==> src/rtl/mem_access_ctrl.sv <==
// Memory-stage access controller.
// Sequences 16-bit and 32-bit (two-word) loads/stores over a single 16-bit
// data-memory port, with a configurable number of wait cycles per word.
// While an access is in flight the upstream pipeline is frozen, and the
// MEM/WB buffer is enabled only when the assembled result is ready.
module mem_access_ctrl #(
   parameter int AddrSize   = 16,
   parameter int WaitCycles = 0
) (
   input  logic                clk,
   input  logic                rst,
   input  logic                i_memRead,
   input  logic                i_memWrite,
   input  logic                i_wide,
   input  logic [AddrSize-1:0] i_addr,
   input  logic [31:0]         i_wdata,
   input  logic [15:0]         i_dmRdata,
   output logic [AddrSize-1:0] o_dmAddr,
   output logic [15:0]         o_dmWdata,
   output logic                o_dmRe,
   output logic                o_dmWe,
   output logic [31:0]         o_MemData,
   output logic                o_stall,
   output logic                o_wbEnable,
   output logic                o_busy
);

   // Counter must hold WaitCycles; a zero-wait build still gets one bit.
   localparam int CntW = (WaitCycles < 1) ? 1 : $clog2(WaitCycles + 1);
   localparam logic [CntW-1:0] CntLoad = CntW'(WaitCycles);

   typedef enum logic [1:0] {IDLE, ACC0, ACC1, DONE} state_t;

   state_t              state_reg, state_next;
   logic [CntW-1:0]     cnt_reg, cnt_next;
   logic [AddrSize-1:0] addr_reg;
   logic [31:0]         wdata_reg;
   logic                wide_reg;
   logic                read_reg;
   logic [15:0]         word0_reg;
   logic [31:0]         memdata_reg;
   logic                req;
   logic                cnt_zero;

   assign req       = i_memRead | i_memWrite;
   assign cnt_zero  = (cnt_reg == '0);
   assign o_busy    = (state_reg != IDLE);
   assign o_MemData = memdata_reg;

   // State register and per-word wait counter.
   always_ff @(posedge clk or negedge rst) begin
      if (!rst) begin
         state_reg <= IDLE;
         cnt_reg   <= '0;
      end else begin
         state_reg <= state_next;
         cnt_reg   <= cnt_next;
      end
   end

   // Latch the request on acceptance; gather read words and publish the
   // result only on the edge that enters DONE, so an abort leaves no partial data.
   always_ff @(posedge clk or negedge rst) begin
      if (!rst) begin
         addr_reg    <= '0;
         wdata_reg   <= '0;
         wide_reg    <= 1'b0;
         read_reg    <= 1'b0;
         word0_reg   <= '0;
         memdata_reg <= '0;
      end else begin
         if (state_reg == IDLE && req) begin
            addr_reg  <= i_addr;
            wdata_reg <= i_wdata;
            wide_reg  <= i_wide;
            read_reg  <= i_memRead;   // read wins when both strobes are high
         end
         if (state_reg == ACC0 && cnt_zero && read_reg) begin
            if (wide_reg)
               word0_reg <= i_dmRdata;
            else
               memdata_reg <= {16'h0000, i_dmRdata};
         end
         if (state_reg == ACC1 && cnt_zero && read_reg)
            memdata_reg <= {word0_reg, i_dmRdata};
      end
   end

   // Next-state, memory port drive and pipeline control.
   always_comb begin
      state_next = state_reg;
      cnt_next   = cnt_reg;
      o_dmAddr   = '0;
      o_dmWdata  = '0;
      o_dmRe     = 1'b0;
      o_dmWe     = 1'b0;
      o_stall    = 1'b0;
      o_wbEnable = 1'b0;
      case (state_reg)
         IDLE: begin
            o_stall = req;
            if (req) begin
               state_next = ACC0;
               cnt_next   = CntLoad;
            end
         end
         ACC0: begin
            o_dmAddr  = addr_reg;
            o_dmWdata = wide_reg ? wdata_reg[31:16] : wdata_reg[15:0];
            o_dmRe    = read_reg;
            o_dmWe    = ~read_reg;
            o_stall   = 1'b1;
            if (cnt_zero) begin
               state_next = wide_reg ? ACC1 : DONE;
               cnt_next   = CntLoad;
            end else begin
               cnt_next = cnt_reg - CntW'(1);
            end
         end
         ACC1: begin
            o_dmAddr  = addr_reg + AddrSize'(1);   // wraps at the top of memory
            o_dmWdata = wdata_reg[15:0];
            o_dmRe    = read_reg;
            o_dmWe    = ~read_reg;
            o_stall   = 1'b1;
            if (cnt_zero) begin
               state_next = DONE;
               cnt_next   = CntLoad;
            end else begin
               cnt_next = cnt_reg - CntW'(1);
            end
         end
         DONE: begin
            state_next = IDLE;
         end
         default: begin
            state_next = IDLE;
         end
      endcase
      o_wbEnable = ~o_stall;
      // While reset is held nothing may advance, whatever the request says.
      if (!rst) begin
         o_stall    = 1'b0;
         o_wbEnable = 1'b0;
      end
   end

endmodule

==> config.mk <==
export PLATFORM = sky130hd
export DESIGN_NAME = mem_access_ctrl
export DESIGN_NICKNAME = d
export VERILOG_FILES = /design/src/rtl/mem_access_ctrl.sv
export SDC_FILE = /design/constraint.sdc
export NUM_CORES = 1
export LEC_CHECK = 0
export CORE_ASPECT_RATIO = 0.5
export CORE_MARGIN = 3
export CORE_UTILIZATION = 45
export CTS_CLUSTER_SIZE = 10
export DETAILED_ROUTE_END_ITERATION = 8
export PLACE_DENSITY = 0.77
export SETUP_SLACK_MARGIN = 0.2
export SKIP_CTS_REPAIR_TIMING = 1
export SLEW_MARGIN = 40
export SYNTH_ARGS = -nofsm -noshare
export SYNTH_HDL_FRONTEND = slang
export SYNTH_SLANG_ARGS = --single-unit
export TNS_END_PERCENT = 50
==> constraint.sdc <==
create_clock -name clk -period 4.2 [get_ports clk]
set_input_delay 0.42 -clock clk [delete_from_list [all_inputs] [get_ports clk]]
set_output_delay 0.42 -clock clk [all_outputs]
set_load 0.03 [all_outputs]
## Word-level counts from Yosys, hierarchy flattened

Cells that the tools add are included.
W data, S select, Z words.

| operators by class | value |
|---|---|
| order comparisons | 0 |
| reduce and logical (&&, ||, !) cells | 14 |
| add/sub/neg operators | 2 |
| muxes and demuxes | 19 |
| div/mod/pow operators | 0 |
| multipliers | 0 |
| equal/unequal tests | 7 |
| bitwise operators | 4 |
| shifts and indexed selects | 0 |

Operators by type and width:

| kind | count |
|---|---|
| $mux W32 | 3 |
| $pmux W16 S2 | 2 |
| $add A16 B1 Y16 const B | 1 |
| $mux W16 | 1 |
| $pmux W2 S4 | 1 |
| $mux W1 | 7 |
| $mux W2 | 3 |
| $ne A2 B2 Y1 const B | 3 |
| $reduce_and A2 Y1 | 3 |
| $reduce_bool A2 Y1 | 3 |
| $logic_and A1 B1 Y1 | 5 |
| $eq A2 B2 Y1 const B | 2 |
| $pmux W1 S2 | 2 |
| $not A1 Y1 | 3 |
| $reduce_and A3 Y1 | 1 |
| $eq A2 B1 Y1 const B | 1 |
| $logic_not A2 Y1 | 1 |
| $ne A2 B1 Y1 const B | 1 |
| $reduce_or A2 Y1 | 1 |
| $or A1 B1 Y1 | 1 |
| $sub A1 B1 Y1 const B | 1 |

| word-level totals | value |
|---|---|
| register bits | 101 |
| memories kept | 0 |
| ROM bits | 0 |
| latch bits | 0 |
| output and inout bits | 69 |
| word-level logic and storage cells | 54 |
| RAM bits | 0 |

## Longest topological paths before layout

Gate-level depths: netlist of the first run.

| depth | value |
|---|---|
| depth in word-level cells | 5 |
| gate-level depth with buffers | 9 |
| mapped depth without buffers | 6 |

## Worst setup path before layout of the first run

Ideal clock, no wire load.

| timing | value |
|---|---|
| path type | reg-to-output |
| from | register state_reg[0] |
| to | output port o_dmAddr[10] |
| stages on the path, launching flop included | 7 |
| path slack | 1,568 ps |
| data arrival time | 2,212 ps |
| path buffers | 2 |
| cell sequence | dfrtp_1 > inv_1 > ha_1 > clkbuf_1 > nand2_1 > buf_2 > o41ai_1 |

| between the ends | value |
|---|---|
| cells in the longest elaborated chain, start to end | 2 |

RTL lines:

| item | line | RTL |
|---|---|---|
| start: declaration | 34 | `state_t state_reg, state_next;` |
| start signal: assignment | 56 | `state_reg <= state_next;` |
| $eq A2 B2 Y1 or $eq A2 B1 Y1 (tied branches) | 99 | `case (state_reg)` |
| $pmux W16 S2 * | 99 |  |
| end: declaration | 18 | `output logic [AddrSize-1:0] o_dmAddr,` |

Every way passes the cells marked *; elsewhere a longest branch is shown, timed or not.

## Worst setup path in the final report of the first run

| timing | value |
|---|---|
| from | register state_reg[1] |
| to | output port o_dmWdata[13] |

| between the ends | value |
|---|---|
| cells in the longest elaborated chain, start to end | 2 |

RTL lines:

| item | line | RTL |
|---|---|---|
| $eq A2 B2 Y1 or $eq A2 B1 Y1 (tied branches) | 99 |  |
| $pmux W16 S2 * | 99 |  |
| end: declaration | 19 | `output logic [15:0] o_dmWdata,` |

Marks and branches as above.

==> results.toml, run 1 <==
[worst_setup_path]
cp_slowest_stage_delay_ns = 0.69
rr_worst_depth = 6
critPathCaptureType = "primary output"
critical_path_class = "register to primary output"
cp_max_fo = 17
rr_startpoint = "state_reg[1]$_DFFE_PN0P_"
required_ns = 3.78
crit_start = "state_reg[1]$_DFFE_PN0P_"
cp_cell_sequence = "inv_1 > ha_1 > nor2b_4 > or2_1 > a22oi_1 > nor2_1 > clkdlybuf4s50_1"
start_kind = "register"
critPathSlowestCell = "clkdlybuf4s50_1"
cp.arrival_ns = 2.95

[synth]
yosysSeqAreaShare_pct = 54.1
synth_edf_count = 0
synth_top_area_share_pct = 54.1
synth_cell_types = 42
yosys-top-cells-count = "dfrtp_1 (100), mux2_2 (64), nor2_1 (25)"
synth_top_area_cell = "dfrtp_1"
synthTopCellsByArea = "dfrtp_1 (54%), mux2_2 (16%), mux2_4 (4.5%)"
synth-seq-cells = 100
netlist_area_um2 = 4630
synth-async-reset-ratio_pct = 100
ys_warn_count = 0
syn_inst = 359
synth.most_common_cell = "dfrtp_1"
avgSynthCellArea_um2 = 12.9
syn_nets = 433
synth_ff_type = "dfrtp_1"

[drt]
wire_per_inst_um = 16.8
drt-pass1-iter-count = 4
drt_iter0_markers = 160
route.detailed.drc = 0
totalWireLength_um = 10400
vias_per_cell = 5.24
vias = 3256
postRouteAntennaNets = 0

[power_and_ir_drop]
peakVddDrop_uv = 504
p_leak_nw = 2.70
p_total_mw = 5.89
power.density_nw_per_um2 = 928

[die]
die_y_um = 77.7
rows = 25
num_io_pins = 138
core_area_um2 = 9730
die-area_um2 = 11600
start_util_pct = 47.5
dieWidth_um = 149

[placed_design]
post_dp_cell_area_um2 = 5990
hpwl_um = 7370
gp_congestion = 0.789
pre_cts_ws_ns = 1.17
io_buffer_count = 137

[cts]
cts_sinks = 100
tritoncts = "built"
root_buffer = "clkbuf_16"
htree_levels = 3
clk_latency_ns = 0.34
cts_buffers = 9
cts_buffer_depth = 2
path_clk_slew_ns = 0.07

[timing]
fin_crit_ns = 3.37
hold_viol = 0
fin_skew_ns = 0.00957
rsz0062_at_grt = "no"
setup_tns_ns = 0
relSlewSlack_pct = 51.3
worst_slew_pin_slew_ns = 0.731
finalWorstSetupSlack_ns = 0.829
drv_slew = 0
clock.fmax_ghz = 0.297
timing.final.crit_share_pct = 80.3
setup_viol = 0

[job]
timing.max_cap.violations = 0

[global_route]
grt_max_degree = 60
grt_usage_pct = 18.6
grt.overflow.total = 0
grt_pass1_wl_um = 17400
grt_antenna_before_repair = 0
grt_pass1_vias = 3360

[run_status]
status = "complete, no violations"

[worst_hold_path]
hp-class = "input port to asynchronous set/reset pin"

[layout]
num_antenna_cells = 0
postLayoutCoreUtil_pct = 65.2
nets = 555
n_fill_cell = 756
drive_above_1_share_pct = 21.4
final_cell_area_um2 = 6340
area_growth_pct = 37.1
## per-layer routing
| layer | part of all wire, % | global-route usage [%] | up-vias |
|---|---|---|---|
| li1 | - | - | 1537 |
| met1 | 45 | 24.8 | 1636 |
| met2 | 50 | 31.0 | 78 |
| met3 | 5.3 | 5.08 | 5 |
| met4 | 0.43 | 3.20 | 0 |
| met5 | 0 | 0 | - |
## final timing paths
kind / slack (ns) / endpoint
hold / removal: 0.06 / addr_reg[14]$_DFFE_PN0P_
setup reg to reg: 1.62 / o_MemData[4]$_DFFE_PN0P_
setup / recovery: 0.83 / o_dmWdata[13]
max in group asynchronous: 3.00 / wdata_reg[28]$_DFFE_PN0P_
hold reg to reg: 0.50 / o_MemData[22]$_DFFE_PN0P_
min in group clk: 0.50 / o_MemData[22]$_DFFE_PN0P_
## per-stage QoR
stage / std cells / hold WS, ns
2_1_floorplan: 359 / 0.124
6_report: 621 / 0.0620
3_5_place_dp: 605 / 0.450
5_1_grt: 621 / 0.106
4_1_cts: 621 / 0.0870
3_3_place_gp: 605 / 0.443
## worst max-delay path, delay by kind of cell, from the launching register on
family,cells,cell delay [ns]
fa+ha+maj,1,0.32
buf+inv,2,0.79
compound gates,1,0.14
flops,1,0.41
simple gates,3,0.96
## power breakdown
part           internal (mW)  total [mW]  switching (mW)
logic                   1.47        3.12            1.65
clock network          0.593       0.966           0.373
registers               1.45        1.80           0.350
## area by class of cell
cell class | count | area (um^2) | area share, %
sequential | 100 | 2500 | 39.4
clock inverter | 7 | 128 | 2.01
multi-input combinational | 225 | 1910 | 30.1
timing repair buffer | 140 | 1390 | 21.9
clock buffer | 9 | 225 | 3.55
inverter | 5 | 18.8 | 0.296
tap | 135 | 169 | 2.66
## cell usage in the layout (no fill, tap or decap), types with 4 or more instances in the layout
cell type          n
ha_1               5
nor2_1            25
clkdlybuf4s50_1  136
a22oi_1           20
buf_4              4
and3_1             4
inv_1              5
o21ai_0           12
nand3_1            4
clkbuf_16          9
mux2_4            14
nand4_1            5
and2_1             5
nand2_1           12
a31oi_1            8
dfrtp_1          100
a21oi_1            4
mux2_2            64
a22o_1            17
## logic make-up after synthesis
group	Yosys count	share of synthesized area, %
DFF	100	54.1
muxes	82	21.1
AOI/OAI and AO/OA	70	10.8
and+or+nand+nor	65	7.20
buffers and inverters	34	4.87
adders and majority gates	5	1.35
xor gates and xnor gates	3	0.568
Note: power is estimated with default switching activity, not from simulation.
==> run 2, diff against run 1 <==
Settings changed: CORE_UTILIZATION 45 to 43.
Clock period 4.2 ns to 2.9 ns, I/O delays scaled along.
==> run 2 against run 1 <==
  * Combinational power increased by 48%
  * Power up 44%
  * Wire length up 4.7%
  * Design area rose by 1.6%
  * Hold slack worse by 0.029 ns
  * Non-clock buffer count increased by 8
  * Clock-buffer cell count did not move
  * Clock power increased by 27%
  * Sequential share of layout area fell by 0.63 points
  * Flip-flop and latch count unchanged
  * Largest power group unchanged
  * Cell count up 2.1%
==> results.toml, run 2 (synthesis results as in run 1) <==
[timing]
fin_crit_ns = 2.56
clock.fmax_ghz = 0.391
rsz0062_at_grt = "no"
hold_ws_ns = 0.0325
finalWorstSetupSlack_ns = 0.340
drv_slew = 0
relSlewSlack_pct = 54.2
setup_viol = 0
hold_viol = 0
fin_skew_ns = 0.0100
worst_slew_pin_slew_ns = 0.688
timing.final.crit_share_pct = 88.3

[power_and_ir_drop]
clkPwrFrac_pct = 14.6
p_total_mw = 8.46
p_int_mw = 4.96
p_sw_share_pct = 41.4
peakVddDrop_uv = 630
p_leak_nw = 3.24
pwr-share-seq_pct = 30.9
power_frac_comb_pct = 54.5
power.density_nw_per_um2 = 1310
power_switching_mw = 3.50

[die]
core_area_um2 = 10300
die_y_um = 79.3
die-area_um2 = 12100
num_io_pins = 138
dieWidth_um = 153
rows = 26
start_util_pct = 44.7

[cts]
tritoncts = "built"
cts_buffer_depth = 2
path_clk_slew_ns = 0.07
cts_sinks = 100
clk_latency_ns = 0.35
cts_buffers = 9
htree_levels = 3
root_buffer = "clkbuf_16"

[global_route]
grt.overflow.total = 0
grt_pass1_vias = 3462
grt_usage_pct = 18.4
grt_antenna_before_repair = 0
grt_max_degree = 56
grt_pass1_wl_um = 17900

[layout]
num_antenna_cells = 0
nets = 563
final_common_cell = "clkdlybuf4s50_1"
drive_above_1_share_pct = 23.7
area_growth_pct = 39.4
layout_common_cells = "clkdlybuf4s50_1 (101), dfrtp_1 (100), mux2_2 (64)"

[drt]
drt-pass1-iter-count = 4
drt_iter0_markers = 143
wire_per_inst_um = 17.2
vias = 3317
route.detailed.drc = 0
vias_per_cell = 5.23
totalWireLength_um = 10900
postRouteAntennaNets = 0

[worst_setup_path]
required_ns = 2.61
crit_start = "state_reg[0]$_DFFE_PN0P_"
start_kind = "register"
cp_max_fo = 10
cp.arrival_ns = 2.27
rr_startpoint = "state_reg[1]$_DFFE_PN0P_"
critPathCaptureType = "primary output"
critical_path_class = "register to primary output"

[placed_design]
gp_congestion = 0.803
hpwl_um = 7630
pre_cts_ws_ns = 0.226
io_buffer_count = 137

[worst_hold_path]
hp-class = "input port to asynchronous set/reset pin"

[job]
timing.max_cap.violations = 0

[run_status]
status = "complete, no violations"
## run 2: cell types whose count changed in the layout (fill, tap and decap cells not counted), sizes merged, moves of 2 or more
cell,previous run,this run
buf,4,12
clkinvlp,0,2
bufinv,3,1
clkbuf,9,11
dlymetal6s2s,0,33
clkdlybuf4s50,136,101
## run 2: area by class of cell
type	count	area, um^2
clock buffer	9	225
clock inverter	7	82.6
fill	821	3900
inverter	5	22.5
multi-input combinational	225	1910
sequential	100	2500
tap	140	175
timing repair buffer	148	1520
## run 2: path summary, 6_finish.rpt
check                      cells after the start                        end  slack, ns
max                                            7               o_dmAddr[15]       0.34
min                                            2   o_MemData[7]$_DFFE_PN0P_       0.03
max reg2reg                                    6   o_MemData[1]$_DFFE_PN0P_       0.84
min reg2reg                                    1  o_MemData[22]$_DFFE_PN0P_       0.49
max in group asynchronous                      2   wdata_reg[6]$_DFFE_PN0P_       2.35
min in group clk                               1  o_MemData[22]$_DFFE_PN0P_       0.49
## run 2: metrics by stage
stage,util [%],instance area (um^2),std cells,TNS [ns]
2_1_floorplan,-,4630,359,0
6_report,62.3,6450,634,0
5_1_grt,62.3,6450,634,0
4_1_cts,61.2,6330,630,-2.58
3_5_place_dp,58.3,6030,614,0
3_3_place_gp,58.3,6030,614,0
## run 2: power by group through the flow
stage / Combinational [mW] / Clock [mW] / Sequential [mW]
after CTS: 4.62 / 1.27 / 2.61
after detailed placement: 4.60 / 0 / 2.62
final: 4.61 / 1.23 / 2.62
after floorplan: 2.80 / 0 / 2.88
after global routing: 4.94 / 1.32 / 2.71
after global placement: 4.52 / 0 / 2.60
## run 2: per-layer routing
| layer | up-vias | part of all wire, % | global-route usage (%) |
|---|---|---|---|
| met5 | - | 0 | 0 |
| met4 | 0 | 0.75 | 4.09 |
| met3 | 7 | 4.6 | 5.66 |
| met2 | 84 | 51 | 32.1 |
| met1 | 1661 | 44 | 22.8 |
| li1 | 1565 | - | - |
## run 2: critical path, cell delays in order (launching register included)
cell	delay [ns]
dfrtp_1	0.42
inv_1	0.09
ha_1	0.44
and2_2	0.31
nand2_1	0.09
a31o_1	0.19
nand3_1	0.09
dlymetal6s2s_1	0.29
